## src/rtl/srt_pkg.sv

```systemverilog
// Shared definitions for the SRT divider back-end: digit encoding, FSM states, defaults.
package srt_pkg;
    localparam int WIDTH_DEF = 64;
    localparam int SHW_DEF   = 7;

    localparam logic [1:0] DIG_ZERO = 2'b00;
    localparam logic [1:0] DIG_POS  = 2'b01;
    localparam logic [1:0] DIG_NEG  = 2'b11;
    localparam logic [1:0] DIG_BAD  = 2'b10;

    typedef enum logic [2:0] {
        S_IDLE,
        S_CONV,
        S_FIX,
        S_DENORM,
        S_DONE
    } state_e;
endpackage

```

## src/rtl/srt_otf_conv.sv

```systemverilog
// On-the-fly quotient conversion: QA/QM pair kept so that QM == QA-1 at all times.
module srt_otf_conv
    import srt_pkg::*;
#(
    parameter int WIDTH = WIDTH_DEF
) (
    input  logic             clk,
    input  logic             rst_n,
    input  logic             clr,
    input  logic             en,
    input  logic [1:0]       digit,
    output logic [WIDTH-1:0] qa,
    output logic [WIDTH-1:0] qm
);
    logic [WIDTH-1:0] qa_q, qa_d, qm_q, qm_d;

    always_comb begin
        qa_d = qa_q;
        qm_d = qm_q;
        if (clr) begin
            qa_d = '0;
            qm_d = '1;
        end else if (en) begin
            case (digit)
                DIG_POS: begin
                    qa_d = {qa_q[WIDTH-2:0], 1'b1};
                    qm_d = {qa_q[WIDTH-2:0], 1'b0};
                end
                DIG_NEG: begin
                    qa_d = {qm_q[WIDTH-2:0], 1'b1};
                    qm_d = {qm_q[WIDTH-2:0], 1'b0};
                end
                // Zero, and the illegal code which is treated as zero.
                default: begin
                    qa_d = {qa_q[WIDTH-2:0], 1'b0};
                    qm_d = {qm_q[WIDTH-2:0], 1'b1};
                end
            endcase
        end
    end

    always_ff @(posedge clk or negedge rst_n) begin
        if (!rst_n) begin
            qa_q <= '0;
            qm_q <= '1;
        end else begin
            qa_q <= qa_d;
            qm_q <= qm_d;
        end
    end

    assign qa = qa_q;
    assign qm = qm_q;
endmodule

```

## src/rtl/srt_qconv.sv

```systemverilog
// SRT divider back-end: digit stream to binary quotient, remainder correction and
// denormalization, with Q/R published on a one-cycle DONE.
module srt_qconv
    import srt_pkg::*;
#(
    parameter int WIDTH = WIDTH_DEF,
    parameter int SHW   = SHW_DEF
) (
    input  logic             CLK,
    input  logic             RSTN,
    input  logic             START,
    input  logic [SHW-1:0]   SHIFT,
    input  logic [WIDTH-1:0] DSR_NORM,
    input  logic             DIGIT_VALID,
    output logic             DIGIT_READY,
    input  logic [1:0]       DIGIT,
    input  logic             LAST,
    input  logic [WIDTH-1:0] REM_IN,
    output logic [WIDTH-1:0] Q,
    output logic [WIDTH-1:0] R,
    output logic             DONE,
    output logic             BUSY,
    output logic             ERR
);
    localparam logic [SHW-1:0] DMAX = SHW'(WIDTH);

    state_e           state_q, state_d;
    logic [SHW-1:0]   shift_q, shift_d, cnt_q, cnt_d, dcnt_q, dcnt_d;
    logic [WIDTH-1:0] dsr_q, dsr_d, rem_q, rem_d, quo_q, quo_d, q_q, q_d, r_q, r_d;
    logic             done_q, done_d, busy_q, busy_d, err_q, err_d, ready_q, ready_d;
    logic             otf_clr, otf_en;
    logic [WIDTH-1:0] otf_qa, otf_qm;

    srt_otf_conv #(.WIDTH(WIDTH)) u_otf (
        .clk   (CLK),
        .rst_n (RSTN),
        .clr   (otf_clr),
        .en    (otf_en),
        .digit (DIGIT),
        .qa    (otf_qa),
        .qm    (otf_qm)
    );

    always_comb begin
        state_d = state_q;
        shift_d = shift_q;
        cnt_d   = cnt_q;
        dcnt_d  = dcnt_q;
        dsr_d   = dsr_q;
        rem_d   = rem_q;
        quo_d   = quo_q;
        q_d     = q_q;
        r_d     = r_q;
        err_d   = err_q;
        otf_clr = 1'b0;
        otf_en  = 1'b0;
        // START restarts from any state and wins over a digit on the same edge.
        if (START) begin
            state_d = S_CONV;
            shift_d = SHIFT;
            dsr_d   = DSR_NORM;
            dcnt_d  = '0;
            err_d   = 1'b0;
            otf_clr = 1'b1;
        end else begin
            case (state_q)
                S_CONV: if (DIGIT_VALID) begin
                    if (DIGIT == DIG_BAD) err_d = 1'b1;
                    // A digit beyond WIDTH flags an error but leaves QA/QM untouched.
                    if (dcnt_q == DMAX) begin
                        err_d = 1'b1;
                    end else begin
                        otf_en = 1'b1;
                        dcnt_d = dcnt_q + SHW'(1);
                    end
                    if (LAST) begin
                        rem_d   = REM_IN;
                        state_d = S_FIX;
                    end
                end
                S_FIX: begin
                    if (rem_q[WIDTH-1]) begin
                        rem_d = rem_q + dsr_q;
                        quo_d = otf_qm;
                    end else begin
                        quo_d = otf_qa;
                    end
                    cnt_d   = shift_q;
                    state_d = S_DENORM;
                end
                S_DENORM: begin
                    if (cnt_q != '0) begin
                        rem_d = rem_q >> 1;
                        cnt_d = cnt_q - SHW'(1);
                    end else begin
                        q_d     = quo_q;
                        r_d     = rem_q;
                        state_d = S_DONE;
                    end
                end
                S_DONE:  state_d = S_IDLE;
                default: state_d = S_IDLE;
            endcase
        end
        done_d  = (state_d == S_DONE);
        busy_d  = (state_d != S_IDLE);
        ready_d = (state_d == S_CONV);
    end

    always_ff @(posedge CLK or negedge RSTN) begin
        if (!RSTN) begin
            state_q <= S_IDLE;
            shift_q <= '0;
            cnt_q   <= '0;
            dcnt_q  <= '0;
            dsr_q   <= '0;
            rem_q   <= '0;
            quo_q   <= '0;
            q_q     <= '0;
            r_q     <= '0;
            done_q  <= 1'b0;
            busy_q  <= 1'b0;
            err_q   <= 1'b0;
            ready_q <= 1'b0;
        end else begin
            state_q <= state_d;
            shift_q <= shift_d;
            cnt_q   <= cnt_d;
            dcnt_q  <= dcnt_d;
            dsr_q   <= dsr_d;
            rem_q   <= rem_d;
            quo_q   <= quo_d;
            q_q     <= q_d;
            r_q     <= r_d;
            done_q  <= done_d;
            busy_q  <= busy_d;
            err_q   <= err_d;
            ready_q <= ready_d;
        end
    end

    assign Q           = q_q;
    assign R           = r_q;
    assign DONE        = done_q;
    assign BUSY        = busy_q;
    assign ERR         = err_q;
    assign DIGIT_READY = ready_q;
endmodule
```

## config.mk

```make
export PLATFORM = sky130hd
export DESIGN_NAME = srt_qconv
export DESIGN_NICKNAME = d
export VERILOG_FILES = /design/src/rtl/srt_pkg.sv /design/src/rtl/srt_otf_conv.sv /design/src/rtl/srt_qconv.sv
export SDC_FILE = /design/constraint.sdc
export NUM_CORES = 1
export LEC_CHECK = 0
export CORE_ASPECT_RATIO = 1.75
export CORE_UTILIZATION = 62
export DETAILED_ROUTE_END_ITERATION = 6
export HOLD_SLACK_MARGIN = 0.15
export PLACE_DENSITY = 0.87
export SYNTH_ARGS = -nofsm -noshare
export SYNTH_HDL_FRONTEND = slang
export SYNTH_SLANG_ARGS = --single-unit
```

## constraint.sdc

```tcl
create_clock -name CLK -period 4.8 [get_ports CLK]
set_clock_uncertainty 0.15 [all_clocks]
set_input_delay 0.96 -clock CLK [delete_from_list [all_inputs] [get_ports CLK]]
set_output_delay 0.96 -clock CLK [all_outputs]
set_load 0.01 [all_outputs]
```

==> results of run 1 <==
layout make-up:
class / count / area [um^2]
clock inverters: 19 / 253
clock buffers: 59 / 1210
well taps: 490 / 613
fillers: 2589 / 10100
repair buffers: 310 / 3110
diodes: 2 / 5.00
flip-flops and latches: 476 / 12000
multi-input cells: 1696 / 11800
inverters: 21 / 78.8
power by group through the flow:
stage	registers (mW)	logic, mW	clock network, mW
after detailed placement	5.76	4.83	0
after floorplan	5.53	3.37	0
after CTS	5.71	4.90	3.65
after global routing	5.83	5.41	3.80
final	5.73	4.98	3.60
after global placement	5.69	4.65	0
layout by cell type, fill, tap and decap left out, types with 15 or more instances in the layout:
master and n:
inv_1 21, nor2_1 241, xor2_1 31, dfrtp_1 410, o21ai_0 116, ha_1 66, o21bai_1 15, nand3_1 109
mux2i_1 127, a21oi_1 156, buf_4 29, a311oi_1 64, a211o_1 65, clkdlybuf4s50_1 269, mux2_2 198, clkbuf_16 43
a21o_1 37, dfstp_2 64, nand2_1 190, xnor2_1 31, and3_1 53, a31oi_1 16, a221oi_1 39, nand4_1 24
synth_stat cells, types with 31 or more instances:
| cell | n | share of area |
|---|---|---|
| mux2i_1 | 127 | 0.052 |
| mux2_2 | 198 | 0.091 |
| dfrtp_1 | 412 | 0.42 |
| and3_1 | 53 | 0.013 |
| nand2_1 | 192 | 0.029 |
| nor2_1 | 241 | 0.037 |
| nand3_1 | 109 | 0.022 |
| a21oi_1 | 156 | 0.032 |
| o21ai_0 | 116 | 0.024 |
| ha_1 | 66 | 0.034 |
| dfstp_2 | 64 | 0.068 |
| xnor2_1 | 31 | 0.011 |
| a221oi_1 | 39 | 0.014 |
| a311oi_1 | 64 | 0.023 |
| buf_2 | 31 | 0.0063 |
| clkbuf_1 | 152 | 0.023 |
| a21o_1 | 37 | 0.011 |
| xor2_1 | 31 | 0.011 |
| a211o_1 | 65 | 0.023 |
layer usage:
layer / vias to the layer above / wire [um] / GRT usage
li1: 8952 / - / -
met1: 9972 / 23800 / 0.376
met2: 962 / 35300 / 0.609
met3: 259 / 4580 / 0.0513
met4: 2 / 3660 / 0.179
met5: - / 17 / 0
stage by stage:
step	utilization	total power, mW
final	0.742	14.3
after global routing	0.742	15.0
after CTS	0.742	14.3
after detailed placement	0.705	10.6
after global placement	0.705	10.3
after floorplan	-	8.90
how the worst max path moves through the flow:
| stage | endpoint | cells past startpoint |
|---|---|---|
| 4_1_cts | rem_q[54]$_DFFE_PN0P_ | 14 |
| 3_3_place_gp | dcnt_q[5]$_DFFE_PN0P_ | 7 |
| 5_1_grt | rem_q[49]$_DFFE_PN0P_ | 12 |
| 2_1_floorplan | rem_q[54]$_DFFE_PN0P_ | 14 |
| 3_5_place_dp | dcnt_q[5]$_DFFE_PN0P_ | 7 |
| 6_report | rem_q[49]$_DFFE_PN0P_ | 12 |
flip-flops by register name (all words and copies together), names as in the netlist, 3 cells and up:
name	flops
quo_q	64
Q	64
dcnt_q	7
dsr_q	64
u_otf.qa	64
rem_q	64
R	64
shift_q	7
u_otf.qm	64
cnt_q	7
state_q	3
critical path: stages (launching register included):
cell and delay, ns:
dfrtp_1 0.42, ha_1 0.38, nand3_1 0.15, a2111oi_2 0.48
o21bai_1 0.16, a21oi_1 0.29, a31oi_1 0.38, o21ai_0 0.60
a31oi_1 0.23, o21ai_0 0.21, a21oi_1 0.10, xor2_1 0.16
o21ai_0 0.15
logic make-up (layout without fill, tap and decap cells):
| family | after synthesis | count (layout) |
|---|---|---|
| flops | 476 | 476 |
| buf+inv | 211 | 409 |
| other cells | 0 | 2 |
| simple gates | 667 | 667 |
| xor+xnor | 62 | 62 |
| fa+ha+maj | 67 | 67 |
| compound gates | 575 | 575 |
| mux | 325 | 325 |
==> results.sh, run 1 <==
export IMPL_totalWireLength_um=67400
export IMPL_fin_nets=2757
export IMPL_synth_adder_area_share=0.0344
export IMPL_synth_top_family_by_area="compound AO/OA/AOI/OAI gates"
export IMPL_min_period_ns=3.96
export IMPL_worst_setup_path_start_kind="flop"
export IMPL_rsz0062_at_grt="false"
export IMPL_root_buffer="clkbuf_16"
export IMPL_cts_sinks=476
export IMPL_clk_pin_slew_worst_paths_ns=0.06
export IMPL_cts_tree="done"
export IMPL_die_x_um=152
export IMPL_fin_cells=3073
export IMPL_min_path_type="in -> async"
export IMPL_syn2layout_area_growth_pct=18.3
export IMPL_tns_ns=0
export IMPL_track_usage=0.334
export IMPL_reg2reg_depth=12
export IMPL_syn_instance_count=2383
export IMPL_vias_per_cell=6.56
export IMPL_final_area_mm2=0.0291
export IMPL_synth_ff_type="dfrtp_1"
export IMPL_die_area_mm2=0.0405
export IMPL_peakVddDrop_uv=361
export IMPL_dr_pass1_iters=7
export IMPL_die_h_um=265
export IMPL_ys_seq_area_frac=0.488
export IMPL_powerDensity_mw_per_mm2=492
export IMPL_num_io_pins=274
export IMPL_yosysWarningCount=0
export IMPL_grt_start_max_net_pins=99
export IMPL_grt_antenna_before_repair=3
export IMPL_cts_inserted_buffers=43
export IMPL_hold_ws_ns=0.241
export IMPL_grt_pass1_vias=20700
export IMPL_synth_async_sr_flop_share=1.00
export IMPL_worst_setup_path_end_kind="flop"
export IMPL_combPwrFrac=0.348
export IMPL_switching_share=0.359
export IMPL_cts_setup_buffers=0
export IMPL_syn_area_mm2=0.0246
export IMPL_fin_ws_ns=0.839
export IMPL_violations="DRC"
export IMPL_place_area_mm2=0.0276
export IMPL_grt_overflow=0
export IMPL_drt_initial_drc_count=1827
export IMPL_r2r_end="rem_q[49]$_DFFE_PN0P_"
export IMPL_synthXorXnorAreaFrac=0.0221
export IMPL_htree_levels=2
export IMPL_power_frac_seq=0.401
export IMPL_placed_cells=2993
export IMPL_crit_type="reg -> reg"
export IMPL_synth_net_count=2592
export IMPL_pre_cts_ws_ns=1.07
export IMPL_vias=20100
export IMPL_core_mm2=0.0392
export IMPL_power_switching_mw=5.13
export IMPL_slew_violations=0
export IMPL_ant_nets=0
export IMPL_required_ns=5.11
export IMPL_synth_edf_count=0
export IMPL_finalWeightedCongestion=1.06
export IMPL_portBuffers=273
export IMPL_drv_cap=0
export IMPL_outcome="finished with violations"
export IMPL_clk_latency_ns=0.57
export IMPL_dp_hpwl_um=44200
export IMPL_slew_headroom=0.244
export IMPL_synth_seq_cells=476
export IMPL_synth_compound_area_frac=0.159
export IMPL_max_slew_worst_pin_slew_ns=1.13
export IMPL_r2r_setup_slack_ns=0.84
export IMPL_leakage_nw=12.8
export IMPL_clock_path_buffers=3
export IMPL_grt_pass1_wl_um=109000
export IMPL_drive_gt1_frac=0.156
export IMPL_worstReg2RegStart="rem_q[2]$_DFFE_PN0P_"
export IMPL_critical_path_max_fanout=4
export IMPL_hold_viol_final=0
export IMPL_cts_resized=0
export IMPL_initial_utilization=0.628
export IMPL_p_clk_frac=0.251
export IMPL_wl_per_cell_um=21.9
export IMPL_cp_startpoint="rem_q[2]$_DFFE_PN0P_"
export IMPL_synth_cell_types=65
export IMPL_drc=63
export IMPL_cts_hold_buf=0
export IMPL_p_int_mw=9.18
export IMPL_synthMuxAreaShare=0.142
export IMPL_clock_fmax_mhz=252
export IMPL_finalSetupViolations=0
export IMPL_fin_crit_sh=0.825
export IMPL_synth_simple_area_share=0.120
export IMPL_synth_avg_cell_area_um2=10.3
export IMPL_rows=96
export IMPL_arrival_ns=4.27
No activity file was read; power rests on OpenSTA's default activity.
==> run 2: changes to the inputs <==
--- a/config.mk
+++ b/config.mk
@@ -6,10 +6,10 @@
 export NUM_CORES = 1
 export LEC_CHECK = 0
 export CORE_ASPECT_RATIO = 1.75
-export CORE_UTILIZATION = 62
+export CORE_UTILIZATION = 57
 export DETAILED_ROUTE_END_ITERATION = 6
 export HOLD_SLACK_MARGIN = 0.15
-export PLACE_DENSITY = 0.87
+export PLACE_DENSITY = 0.81
 export SYNTH_ARGS = -nofsm -noshare
 export SYNTH_HDL_FRONTEND = slang
 export SYNTH_SLANG_ARGS = --single-unit
==> constraint.sdc (replaced) <==
create_clock -name CLK -period 4.1 [get_ports CLK]
set_clock_uncertainty 0.15 [all_clocks]
set_input_delay 0.82 -clock CLK [delete_from_list [all_inputs] [get_ports CLK]]
set_output_delay 0.82 -clock CLK [all_outputs]
set_load 0.01 [all_outputs]
==> results.sh, run 2 (synthesis gave the netlist of run 1 again) <==
export IMPL_drt_initial_drc_count=1637
export IMPL_track_usage=0.299
export IMPL_core_mm2=0.0425
export IMPL_root_buffer="clkbuf_16"
export IMPL_vias=19700
export IMPL_die_area_mm2=0.0440
export IMPL_fin_nets=2758
export IMPL_rsz0062_at_grt="false"
export IMPL_final_util=0.687
export IMPL_slew_headroom=0.312
export IMPL_cts_sinks=476
export IMPL_cts_inserted_buffers=44
export IMPL_min_period_ns=3.78
export IMPL_fin_crit_sh=0.922
export IMPL_grt_antenna_before_repair=3
export IMPL_initial_utilization=0.578
export IMPL_clock_path_buffers=3
export IMPL_path_delay_family="compound AO/OA/AOI/OAI gates"
export IMPL_totalWireLength_um=65900
export IMPL_cts_resized=0
export IMPL_wl_per_cell_um=21.0
export IMPL_fin_ws_ns=0.319
export IMPL_multi_input_area_mm2=0.0118
export IMPL_crit_buf_inv=0
export IMPL_max_slew_worst_pin_slew_ns=1.03
export IMPL_finalWeightedCongestion=1.04
export IMPL_combPwrFrac=0.346
export IMPL_clk_latency_ns=0.56
export IMPL_final_area_mm2=0.0292
export IMPL_arrival_ns=4.04
export IMPL_drv_cap=0
export IMPL_grt_overflow=0
export IMPL_layout_common_cells="dfrtp_1 (410), clkdlybuf4s50_1 (269), nor2_1 (241)"
export IMPL_fillers=3115
export IMPL_worst_setup_path_end_kind="flop"
export IMPL_drc=7
export IMPL_p_int_mw=10.8
export IMPL_vias_per_cell=6.27
export IMPL_num_io_pins=274
export IMPL_violations="DRC"
export IMPL_syn2layout_area_growth_pct=18.9
export IMPL_cts_setup_buffers=0
export IMPL_antennaDiodeCount=0
export IMPL_cts_tree="done"
export IMPL_ant_nets=0
export IMPL_pre_cts_ws_ns=0.500
export IMPL_worst_setup_path_start_kind="flop"
export IMPL_crit_type="reg -> reg"
export IMPL_hold_ws_ns=0.356
export IMPL_portBuffers=273
export IMPL_clock_fmax_mhz=265
export IMPL_peakVddDrop_uv=431
export IMPL_grt_start_max_net_pins=189
export IMPL_clk_pin_slew_worst_paths_ns=0.07
export IMPL_power_switching_mw=5.94
export IMPL_drive_gt1_frac=0.156
export IMPL_grt_pass1_vias=20500
export IMPL_power_frac_seq=0.397
export IMPL_p_clk_frac=0.257
export IMPL_place_area_mm2=0.0277
export IMPL_dr_pass1_iters=7
export IMPL_regArea_mm2=0.0120
export IMPL_die_h_um=277
export IMPL_min_path_type="reg -> reg"
export IMPL_die_x_um=159
export IMPL_required_ns=4.36
export IMPL_outcome="finished with violations"
export IMPL_tns_ns=0
export IMPL_rows=100
export IMPL_critical_path_max_fanout=6
export IMPL_cp_cell_sequence="ha_1 > a21oi_1 > nand2_1 > a311oi_1 > a21oi_1 > a31oi_1 > o21ai_0 > a31oi_1 > o21ai_0 > a21oi_1 > xor2_1 > o21ai_0"
export IMPL_powerDensity_mw_per_mm2=573
export IMPL_htree_levels=2
export IMPL_mostFrequentLayoutCell="dfrtp_1"
export IMPL_leakage_nw=12.8
export IMPL_dp_hpwl_um=43600
export IMPL_grt_pass1_wl_um=107000
export IMPL_hold_viol_final=0
export IMPL_cpPeakStageDelay_ns=0.72
export IMPL_finalSetupViolations=0
export IMPL_crit_slowest_cell="a31oi_1"
export IMPL_slew_violations=0
export IMPL_switching_share=0.355
[run 2: cell types whose count changed in the layout (fill, tap and decap cells not counted), sizes merged]
| cell | before | now |
|---|---|---|
| dlygate4sd3 | 0 | 1 |
| buf | 41 | 40 |
| clkbuf | 59 | 57 |
| diode | 2 | 0 |
| clkinv | 10 | 11 |
| clkinvlp | 4 | 5 |
| inv | 21 | 23 |
| bufinv | 5 | 6 |
[run 2: through the flow]
step | total power, mW | instances
floorplan | 10.4 | 2383
global placement | 12.2 | 3063
detailed placement | 12.4 | 3063
CTS | 16.8 | 3145
global route | 17.7 | 3145
finish | 16.7 | 3145
[run 2: layout make-up]
class / instances / share of cell area
sequential: 476 / 0.410
inverter: 21 / 0.00270
clock buffer: 57 / 0.0407
timing repair buffer: 310 / 0.108
multi-input combinational: 1696 / 0.404
tap: 561 / 0.0240
clock inverter: 24 / 0.0103
[run 2: power groups by stage]
stage | logic [mW] | registers [mW] | clock network (mW)
2_1_floorplan | 3.94 | 6.48 | 0
3_3_place_gp | 5.55 | 6.63 | 0
3_5_place_dp | 5.70 | 6.70 | 0
4_1_cts | 5.75 | 6.63 | 4.37
5_1_grt | 6.34 | 6.77 | 4.55
6_report | 5.80 | 6.65 | 4.30
[run 2: path summary, 6_finish.rpt]
path,start,end,slack (ns),cells past startpoint
hold / removal,Q[8]$_DFFE_PN0P_,Q[8]$_DFFE_PN0P_,0.36,1
setup reg to reg,rem_q[9]$_DFFE_PN0P_,rem_q[49]$_DFFE_PN0P_,0.32,12
min in group asynchronous,RSTN,dsr_q[18]$_DFFE_PN0P_,0.70,2
hold reg to reg,Q[8]$_DFFE_PN0P_,Q[8]$_DFFE_PN0P_,0.36,1
setup / recovery,rem_q[9]$_DFFE_PN0P_,rem_q[49]$_DFFE_PN0P_,0.32,12
max in group asynchronous,RSTN,u_otf.qm[35]$_DFFE_PN1P_,2.10,3
[run 2: repair_timing]
action,CTS,global route
endpoints found under the hold margin,17,0
endpoints found under the setup margin,0,0
hold buffers,1,0
[run 2: per-layer routing]
layer,global-route usage,vias to the layer above,share of wire
met4,0.147,6,0.049
li1,-,8968,-
met2,0.546,728,0.53
met5,0,-,0.00068
met1,0.341,9824,0.37
met3,0.0392,192,0.049
